### config.mk
export PLATFORM = sky130hd
export DESIGN_NAME = uart_rx_flat
export DESIGN_NICKNAME = d
export VERILOG_FILES = /design/src/rtl/uart_pkg.sv /design/src/rtl/uart_rx_if.sv /design/src/rtl/sync2.sv /design/src/rtl/uart_rx.sv /design/src/flat_wrapper.sv
export SDC_FILE = /design/constraint.sdc
export NUM_CORES = 1
export LEC_CHECK = 0
export BUFFER_PORTS_ARGS = -buffer_cell sky130_fd_sc_hd__buf_2
export CAP_MARGIN = 10
export CORE_MARGIN = 2
export CORE_UTILIZATION = 25
export DETAILED_ROUTE_END_ITERATION = 6
export GPL_TIMING_DRIVEN = 0
export PLACE_DENSITY = 0.52
export SLEW_MARGIN = 20
export SYNTH_ARGS = -nofsm -noshare
export SYNTH_HDL_FRONTEND = slang
export SYNTH_HIERARCHICAL = 1
export SYNTH_SLANG_ARGS = --single-unit
export TNS_END_PERCENT = 30
### constraint.sdc
create_clock -name clk -period 4.2 [get_ports clk]
set_clock_uncertainty 0.05 [all_clocks]
set_input_delay 0.42 -clock clk [delete_from_list [all_inputs] [get_ports clk]]
set_output_delay 0.42 -clock clk [all_outputs]
set_load 0.02 [all_outputs]
### src/rtl/uart_pkg.sv
// Shared UART definitions: receiver FSM states and the default bit-time divisor.
package uart_pkg;

  typedef enum logic [1:0] {
    IDLE,
    START,
    DATA,
    STOP
  } rx_state_t;

  localparam int DEFAULT_BAUD_DIV = 2604;

endpackage

### src/rtl/uart_rx_if.sv
// Byte-side handshake of the UART receiver plus the raw serial line.
interface uart_rx_if;
  import uart_pkg::*;

  logic       RX;
  logic       clr_rdy;
  logic [7:0] rx_data;
  logic       rdy;
  logic       frm_err;
  logic       ovr_err;

  modport master (
    output RX,
    output clr_rdy,
    input  rx_data,
    input  rdy,
    input  frm_err,
    input  ovr_err
  );

  modport slave (
    input  RX,
    input  clr_rdy,
    output rx_data,
    output rdy,
    output frm_err,
    output ovr_err
  );

endinterface

### src/rtl/sync2.sv
// Two-flop synchronizer for a single asynchronous bit; both flops preset to 1 so an idle line reads high.
module sync2 (
  input  logic clk,
  input  logic rst,
  input  logic d,
  output logic q
);

  logic sync_p0;
  logic sync_p1;

  always_ff @(posedge clk) begin
    if (rst) begin
      sync_p0 <= 1'b1;
      sync_p1 <= 1'b1;
    end else begin
      sync_p0 <= d;
      sync_p1 <= sync_p0;
    end
  end

  assign q = sync_p1;

endmodule

### src/rtl/uart_rx.sv
// 8N1 UART receiver: mid-bit sampling from a down-counting baud timer, sticky framing/overrun flags.
module uart_rx
  import uart_pkg::*;
#(
  parameter int BAUD_DIV = DEFAULT_BAUD_DIV
) (
  input logic     clk,
  input logic     rst,
  uart_rx_if.slave bus
);

  localparam int CNT_W = $clog2(BAUD_DIV) + 1;
  localparam logic [CNT_W-1:0] FULL = CNT_W'(BAUD_DIV);
  localparam logic [CNT_W-1:0] HALF = CNT_W'(BAUD_DIV / 2);
  localparam logic [CNT_W-1:0] ONE  = CNT_W'(1);

  rx_state_t        state, state_nxt;
  logic [CNT_W-1:0] cnt, cnt_nxt;
  logic [2:0]       bit_cnt, bit_cnt_nxt;
  logic [7:0]       shift, shift_nxt;
  logic [7:0]       data_q, data_nxt;
  logic             rdy_q, rdy_nxt;
  logic             frm_q, frm_nxt;
  logic             ovr_q, ovr_nxt;
  logic             armed, armed_nxt;
  logic             rx_s;
  logic             tick;
  logic             done;
  logic             stop_low;

  sync2 u_sync (
    .clk (clk),
    .rst (rst),
    .d   (bus.RX),
    .q   (rx_s)
  );

  assign tick = (cnt == ONE);

  always_comb begin
    state_nxt   = state;
    cnt_nxt     = cnt;
    bit_cnt_nxt = bit_cnt;
    shift_nxt   = shift;
    data_nxt    = data_q;
    // A break (stop bit low) disarms the start detector until the line has been high again.
    armed_nxt   = armed | rx_s;
    done        = 1'b0;
    stop_low    = 1'b0;

    case (state)
      IDLE: begin
        cnt_nxt = '0;
        if (armed && !rx_s) begin
          state_nxt = START;
          cnt_nxt   = HALF;
        end
      end
      START: begin
        if (tick) begin
          if (rx_s) begin
            state_nxt = IDLE;
            cnt_nxt   = '0;
          end else begin
            state_nxt   = DATA;
            bit_cnt_nxt = '0;
            cnt_nxt     = FULL;
          end
        end else begin
          cnt_nxt = cnt - ONE;
        end
      end
      DATA: begin
        if (tick) begin
          shift_nxt   = {rx_s, shift[7:1]};
          bit_cnt_nxt = bit_cnt + 3'd1;
          cnt_nxt     = FULL;
          if (bit_cnt == 3'd7) state_nxt = STOP;
        end else begin
          cnt_nxt = cnt - ONE;
        end
      end
      STOP: begin
        if (tick) begin
          data_nxt  = shift;
          done      = 1'b1;
          stop_low  = !rx_s;
          if (!rx_s) armed_nxt = 1'b0;
          state_nxt = IDLE;
          cnt_nxt   = '0;
        end else begin
          cnt_nxt = cnt - ONE;
        end
      end
      default: begin
        state_nxt = IDLE;
        cnt_nxt   = '0;
      end
    endcase

    // Setting a flag always wins over a coincident clr_rdy.
    rdy_nxt = done | (rdy_q & ~bus.clr_rdy);
    ovr_nxt = (done & rdy_q & ~bus.clr_rdy) | (ovr_q & ~bus.clr_rdy);
    frm_nxt = stop_low | (frm_q & ~bus.clr_rdy);
  end

  always_ff @(posedge clk) begin
    if (rst) begin
      state   <= IDLE;
      cnt     <= '0;
      bit_cnt <= '0;
      shift   <= '0;
      data_q  <= '0;
      rdy_q   <= 1'b0;
      frm_q   <= 1'b0;
      ovr_q   <= 1'b0;
      armed   <= 1'b1;
    end else begin
      state   <= state_nxt;
      cnt     <= cnt_nxt;
      bit_cnt <= bit_cnt_nxt;
      shift   <= shift_nxt;
      data_q  <= data_nxt;
      rdy_q   <= rdy_nxt;
      frm_q   <= frm_nxt;
      ovr_q   <= ovr_nxt;
      armed   <= armed_nxt;
    end
  end

  assign bus.rx_data = data_q;
  assign bus.rdy     = rdy_q;
  assign bus.frm_err = frm_q;
  assign bus.ovr_err = ovr_q;

endmodule

### src/flat_wrapper.sv
// flat-port wrapper written by rule: the top's interface ports become plain ports
module uart_rx_flat import uart_pkg::*;
#(
  parameter int BAUD_DIV = DEFAULT_BAUD_DIV
)
  (clk, rst, bus_RX, bus_clr_rdy, bus_rx_data, bus_rdy, bus_frm_err, bus_ovr_err);
  uart_rx_if bus_i ();
  input logic clk;
  input logic rst;
  input wire logic [$bits(bus_i.RX)-1:0] bus_RX;
  input wire logic [$bits(bus_i.clr_rdy)-1:0] bus_clr_rdy;
  output wire logic [$bits(bus_i.rx_data)-1:0] bus_rx_data;
  output wire logic [$bits(bus_i.rdy)-1:0] bus_rdy;
  output wire logic [$bits(bus_i.frm_err)-1:0] bus_frm_err;
  output wire logic [$bits(bus_i.ovr_err)-1:0] bus_ovr_err;
  assign bus_i.RX = bus_RX;
  assign bus_i.clr_rdy = bus_clr_rdy;
  assign bus_rx_data = bus_i.rx_data;
  assign bus_rdy = bus_i.rdy;
  assign bus_frm_err = bus_i.frm_err;
  assign bus_ovr_err = bus_i.ovr_err;
  uart_rx #(.BAUD_DIV(BAUD_DIV)) u_core (.clk(clk), .rst(rst), .bus(bus_i));
endmodule
Yosys cells after proc, flatten, opt, wreduce, memory -nomap -nowiden
Index checks and enable logic that the tools add are counted.
Widths: inputs -> output; s select.
{"block": "classes", "n_reduce_logical": 8, "n_mux": 24, "n_eq_ne": 11, "n_bitwise": 10, "n_addsub": 2}
{"op": "$pmux 13 s4", "n": 1}
{"op": "$mux 13", "n": 3}
{"op": "$eq 13x1->1 const B", "n": 1}
{"op": "$sub 13x1->13 const B", "n": 1}
{"op": "$mux 12", "n": 1}
{"op": "$mux 2", "n": 6}
{"op": "$mux 11", "n": 1}
{"op": "$ne 2x1->1 const B", "n": 5}
{"op": "$mux 3", "n": 3}
{"op": "$pmux 2 s4", "n": 1}
{"op": "$mux 1", "n": 7}
{"op": "$pmux 3 s2", "n": 1}
{"op": "$and 1x1->1", "n": 5}
{"op": "$reduce_and 5->1", "n": 1}
{"op": "$eq 2x2->1 const B", "n": 2}
{"op": "$or 1x1->1", "n": 4}
{"op": "$reduce_and 2->1", "n": 2}
{"op": "$reduce_and 4->1", "n": 1}
{"op": "$add 3x1->3 const B", "n": 1}
{"op": "$eq 3x3->1 const B", "n": 1}
{"op": "$eq 2x1->1 const B", "n": 1}
{"op": "$logic_not 2->1", "n": 1}
{"op": "$ne 2x2->1 const B", "n": 1}
{"op": "$reduce_bool 2->1", "n": 1}
{"op": "3 further kinds", "n": 3}
{"block": "word_totals", "output_inout_bits": 11, "register_bits": 40, "word_cells": 66}

Longest topological paths before layout
{"block": "depth", "ltp_word": 6, "ltp_mapped": 8}

Cells and area by module
Netlist, hierarchy kept.
{"module": "uart_rx", "n_inst": 1, "seq_area_each_um2": 760.7, "area_per_inst_um2": 1616.6, "cells_each": 168}
{"module": "sync2", "n_inst": 1, "seq_area_each_um2": 40.0, "area_per_inst_um2": 52.6, "cells_each": 4}

Worst setup path before layout
Ideal clock, no wire load.
{"block": "synth_timing", "path_type": "reg-to-reg", "from": "register u_core.cnt[0]", "to": "register u_core.cnt[2]", "arrival_ns": 1.412, "setup_ns": 0.125, "n_path_buf": 0, "synth_period_minus_slack_ns": 1.588, "slack_ns": 2.612, "path_stages_with_launch": 6, "required_time_ns": 4.025, "path_cell_list": "dfxtp_1 ha_1 nor4b_4 nand3_2 o31ai_4 o21ai_1"}
{"block": "synth_via", "elab_chain_len": 3}
{"element": "start, declared", "line_no": "uart_rx.sv:18", "text": "logic [CNT_W-1:0] cnt, cnt_nxt;"}
{"element": "start signal, assigned", "line_no": "uart_rx.sv:120", "text": "cnt <= cnt_nxt;"}
{"element": "$sub 13x1->13 or $eq 13x1->1 (tied branches)"}
{"element": "$mux 13 (on tied branches)", "line_no": "uart_rx.sv:84, uart_rx.sv:60, uart_rx.sv:74"}
{"element": "$pmux 13 s4 (*)", "line_no": "uart_rx.sv:51", "text": "case (state)"}
Every way passes the cells marked *; elsewhere a longest branch is shown, timed or not.
A chain may end at the register's enable or synchronous reset.

Worst setup path after layout
Ends and elaborated chain as after synthesis.

==> flow_summary_export.csv <==
group,metric,value,unit
critical_path,reg2reg_depth,5,
clock_network,cts_hold_buf,0,
die,die_area,7350,µm²
pwr,p_leak,0.855,nW
timing,tns,0,ns
placed_design,place_hpwl,2200,µm
critical_path,critPathLaunch,"u_core/cnt[0]$_SDFF_PP0_",
clock_network,clk_pin_slew,0.08,ns
grt,grt_pass1_wl,5660,µm
yosys,syn_nets,180,
critical_path,crit_cells,5,
clock_network,cts_resized,0,
drt,ant_nets,0,
die,initial_core_util,26.1,%
grt,use_met1,13.2,%
yosys,synth_edf_count,0,
yosys,syn_area_per_cell,9.70,µm²
clock_network,numCtsBuffers,5,
clock_network,clock_sinks,40,
layout,final_area,1950,µm²
grt,grt_pass1_vias,1208,
critical_path,cp_cell_sequence,"ha_1 > nor4b_4 > nand3_2 > o31ai_4 > o21ai_1",
die,pin_count,15,
critical_path,slowest_stage,"dfxtp_1",
drt,vias,1244,
timing,finalHoldViolCount,0,
pwr,power.switching,0.195,mW
pwr,total_power,0.791,mW
yosys,synth.distinct_cells,39,
critical_path,crit_type,"reg -> reg",
grt,met2_usage,14.1,%
pwr,clockPowerShare,41.1,%
pwr,power_frac_comb,8.9,%
clock_network,htree_levels,2,
die,core_area,6390,µm²
yosys,synthTopCellsByArea,"dfxtp_1, nor2_1, mux2i_1, a21oi_1, nand3_1",
yosys,ys.warnings.count,6,
timing,finalMaxSlewViolations,0,
pwr,power_density,405,nW/µm²
drt,routed_wl,3230,µm
drt,drt_pass1_iterations,4,
grt,grt-busiest-layer,"met2",
critical_path,startpoint_type,"flip-flop",
layout,area_growth,16.9,%
critical_path,end_kind,"flip-flop",
grt,grt-ovfl-total,0,
worst_hold_path,hold_class,"in -> reg",
layout,fin_util,30.5,%
pwr,p_int,0.595,mW
timing,setup_violations,0,
critical_path,r2r-end,"u_core/cnt[2]$_SDFF_PP0_",
grt,grt_usage,9.93,%
die,num_rows,29,
placed_design,dpl_cell_area,1840,µm²
yosys,synth_area,1670,µm²
run,maxCapViolCount,0,
yosys,synth_cells,172,
critical_path,critPathRequiredTime,4.33,ns
drt,wl_per_cell,11.9,µm
clock_network,postCtsSetupBuffers,0,
layout,num-nets-final,201,
yosys,synth_top_area_share,48.0,%
die,die_x,85.7,µm
clock_network,worstSkewPairLatency,0.30,ns
pwr,power.share.sequential,50.0,%
clock_network,cts_tree,"built",
critical_path,rrSetupSlack,2.32,ns
die,fp.dieH,85.7,µm
yosys,async_reset_ff_share,0,%
outcome,status,"complete, no violations",
drt,vias_per_cell,4.59,
drt,drcViolationCount,0,
placed_design,routabilityCongestion,0.705,
placed_design,port_buffers,14,
yosys,yosysSeqAreaShare,48.0,%
clock_network,cts-root-buf,"clkbuf_8",
timing,rsz0062_at_grt,"no",
timing,fmax,0.531,GHz
grt,grt_max_degree,15,
layout,num_antenna_cells,0,
critical_path,worst_path_largest_cell_delay,0.42,ns
critical_path,r2r-start,"u_core/cnt[0]$_SDFF_PP0_",
pwr,swShare,24.7,%
yosys,yosys_register_bits,40,
timing,fin_crit,1.88,ns
critical_path,critPathBufInv,0,
critical_path,crit_arrival,2.02,ns
critical_path,cp_max_fo,7,
timing,worst_pin_slew,0.755,ns
grt,antenna_found_initial,0,
critical_path,critical-path-top-delay-family,"simple AND/OR/NAND/NOR gates",
layout,drive_above_1_share,16.5,%
clock_network,clockBufferDepth,2,
pwr,vdd_ir_drop_max,0.149,mV
grt,grtUsageMet3,2.02,%
yosys,synth_area_leader_cell,"dfxtp_1",
timing,finalCritPeriodShare,44.8,%
timing,relSlewSlack,49.5,%
critical_path,endpoint,"u_core/cnt[2]$_SDFF_PP0_",
yosys,synth_flop_cell,"dfxtp_1",
drt,drt_iter0_drc,78,
## power groups by stage
stage	sequential, mW	combinational, mW	clock (mW)
detailed placement	0.405	0.0710	0
finish	0.396	0.0703	0.325
floorplan	0.403	0.0580	0
global route	0.397	0.0814	0.351
global placement	0.405	0.0706	0
CTS	0.396	0.0719	0.340
## layer usage
metal	vias to the layer above	wire, µm	share of wire (%)
li1	652	-	-
met1	567	1620	50
met2	19	1400	43
met3	6	110	3.4
met4	0	102	3.2
met5	-	0	0
## cell type report
type | instances | area [µm²]
well taps | 77 | 96.3
inverters | 4 | 15.0
plain buffers | 7 | 38.8
multi-input cells | 121 | 815
flip-flops and latches | 40 | 801
fillers | 667 | 4440
clock inverters | 3 | 46.3
clock buffers | 5 | 68.8
repair buffers | 14 | 70.1
## kinds of logic after synthesis
group / synth area share (%)
adders and majority gates: 3.00
AOI/OAI and AO/OA: 12.4
xor gates and xnor gates: 5.25
buffers and inverters: 3.22
and+or+nand+nor: 23.3
DFF: 48.0
muxes: 4.80
## cell usage after synthesis, types with 3 or more instances
cell type	count
o21ai_1	3
a21oi_1	13
inv_1	4
dfxtp_1	40
o21ai_0	4
nor2_1	22
xor2_1	7
nand3_1	13
a31oi_1	3
nand2_1	12
a32oi_1	3
clkbuf_1	4
mux2i_1	8
ha_1	4
xnor2_1	3
## worst reg2reg max path, delay by kind of cell (launching register included)
kind                     cells  cell delay, ns
adder cells (fa/ha/maj)      1            0.18
AND/OR/NAND/NOR              2            0.60
AO/OA/AOI/OAI                2            0.52
flip-flops                   1            0.42
## state kept, by name (all words and copies together), names as in the netlist, named ones only
name / count
u_core/bus.rx_data: 8
u_core/bus.ovr_err: 1
u_core/cnt: 13
u_core/bit_cnt: 3
u_core/state: 1
u_core/bus.frm_err: 1
u_core/u_sync/sync_p0: 1
u_core/shift: 8
u_core/armed: 1
u_core/bus.rdy: 1
u_core/u_sync/q: 1
## layout by cell type (no fill, tap or decap), types with 2 or more instances in the layout
| cell | synthesis | final |
|---|---|---|
| nand4b_1 | 2 | 2 |
| nor4_4 | 2 | 2 |
| a21oi_1 | 13 | 13 |
| inv_1 | 4 | 4 |
| a32oi_1 | 3 | 3 |
| a31oi_1 | 3 | 3 |
| clkbuf_1 | 4 | 4 |
| nor4_1 | 2 | 2 |
| or2_1 | 2 | 2 |
| buf_2 | 1 | 15 |
| nand3_1 | 13 | 13 |
| ha_1 | 4 | 4 |
| dfxtp_1 | 40 | 40 |
| nand2_1 | 12 | 12 |
| xnor2_1 | 3 | 3 |
| clkbuf_8 | 0 | 5 |
| nor2_1 | 22 | 22 |
| o21ai_0 | 4 | 4 |
| mux2i_1 | 8 | 8 |
| xor2_1 | 7 | 7 |
| o21ai_1 | 3 | 3 |
| nor3b_1 | 2 | 2 |
## through the flow
stage / setup WS (ns) / std cells / hold slack [ns]
floorplan: 2.61 / 172 / 0.333
finish: 2.32 / 271 / 0.241
detailed placement: 2.31 / 263 / 0.355
global route: 2.14 / 271 / 0.241
CTS: 2.28 / 271 / 0.232
global placement: 2.29 / 263 / 0.338
## worst min path at each step
stage | start | endpoint | slack (ns) | cells past startpoint
final | bus_clr_rdy | u_core/bus.ovr_err$_SDFF_PP0_ | 0.24 | 2
after global routing | bus_clr_rdy | u_core/bus.ovr_err$_SDFF_PP0_ | 0.24 | 2
after CTS | bus_clr_rdy | u_core/bus.ovr_err$_SDFF_PP0_ | 0.23 | 2
after detailed placement | u_core/u_sync/sync_p0$_SDFF_PP1_ | u_core/u_sync/q$_SDFF_PP1_ | 0.35 | 1
after global placement | u_core/u_sync/sync_p0$_SDFF_PP1_ | u_core/u_sync/q$_SDFF_PP1_ | 0.34 | 1
after floorplan | u_core/u_sync/sync_p0$_SDFF_PP1_ | u_core/u_sync/q$_SDFF_PP1_ | 0.33 | 1
No activity file was read; power rests on OpenSTA's default activity.
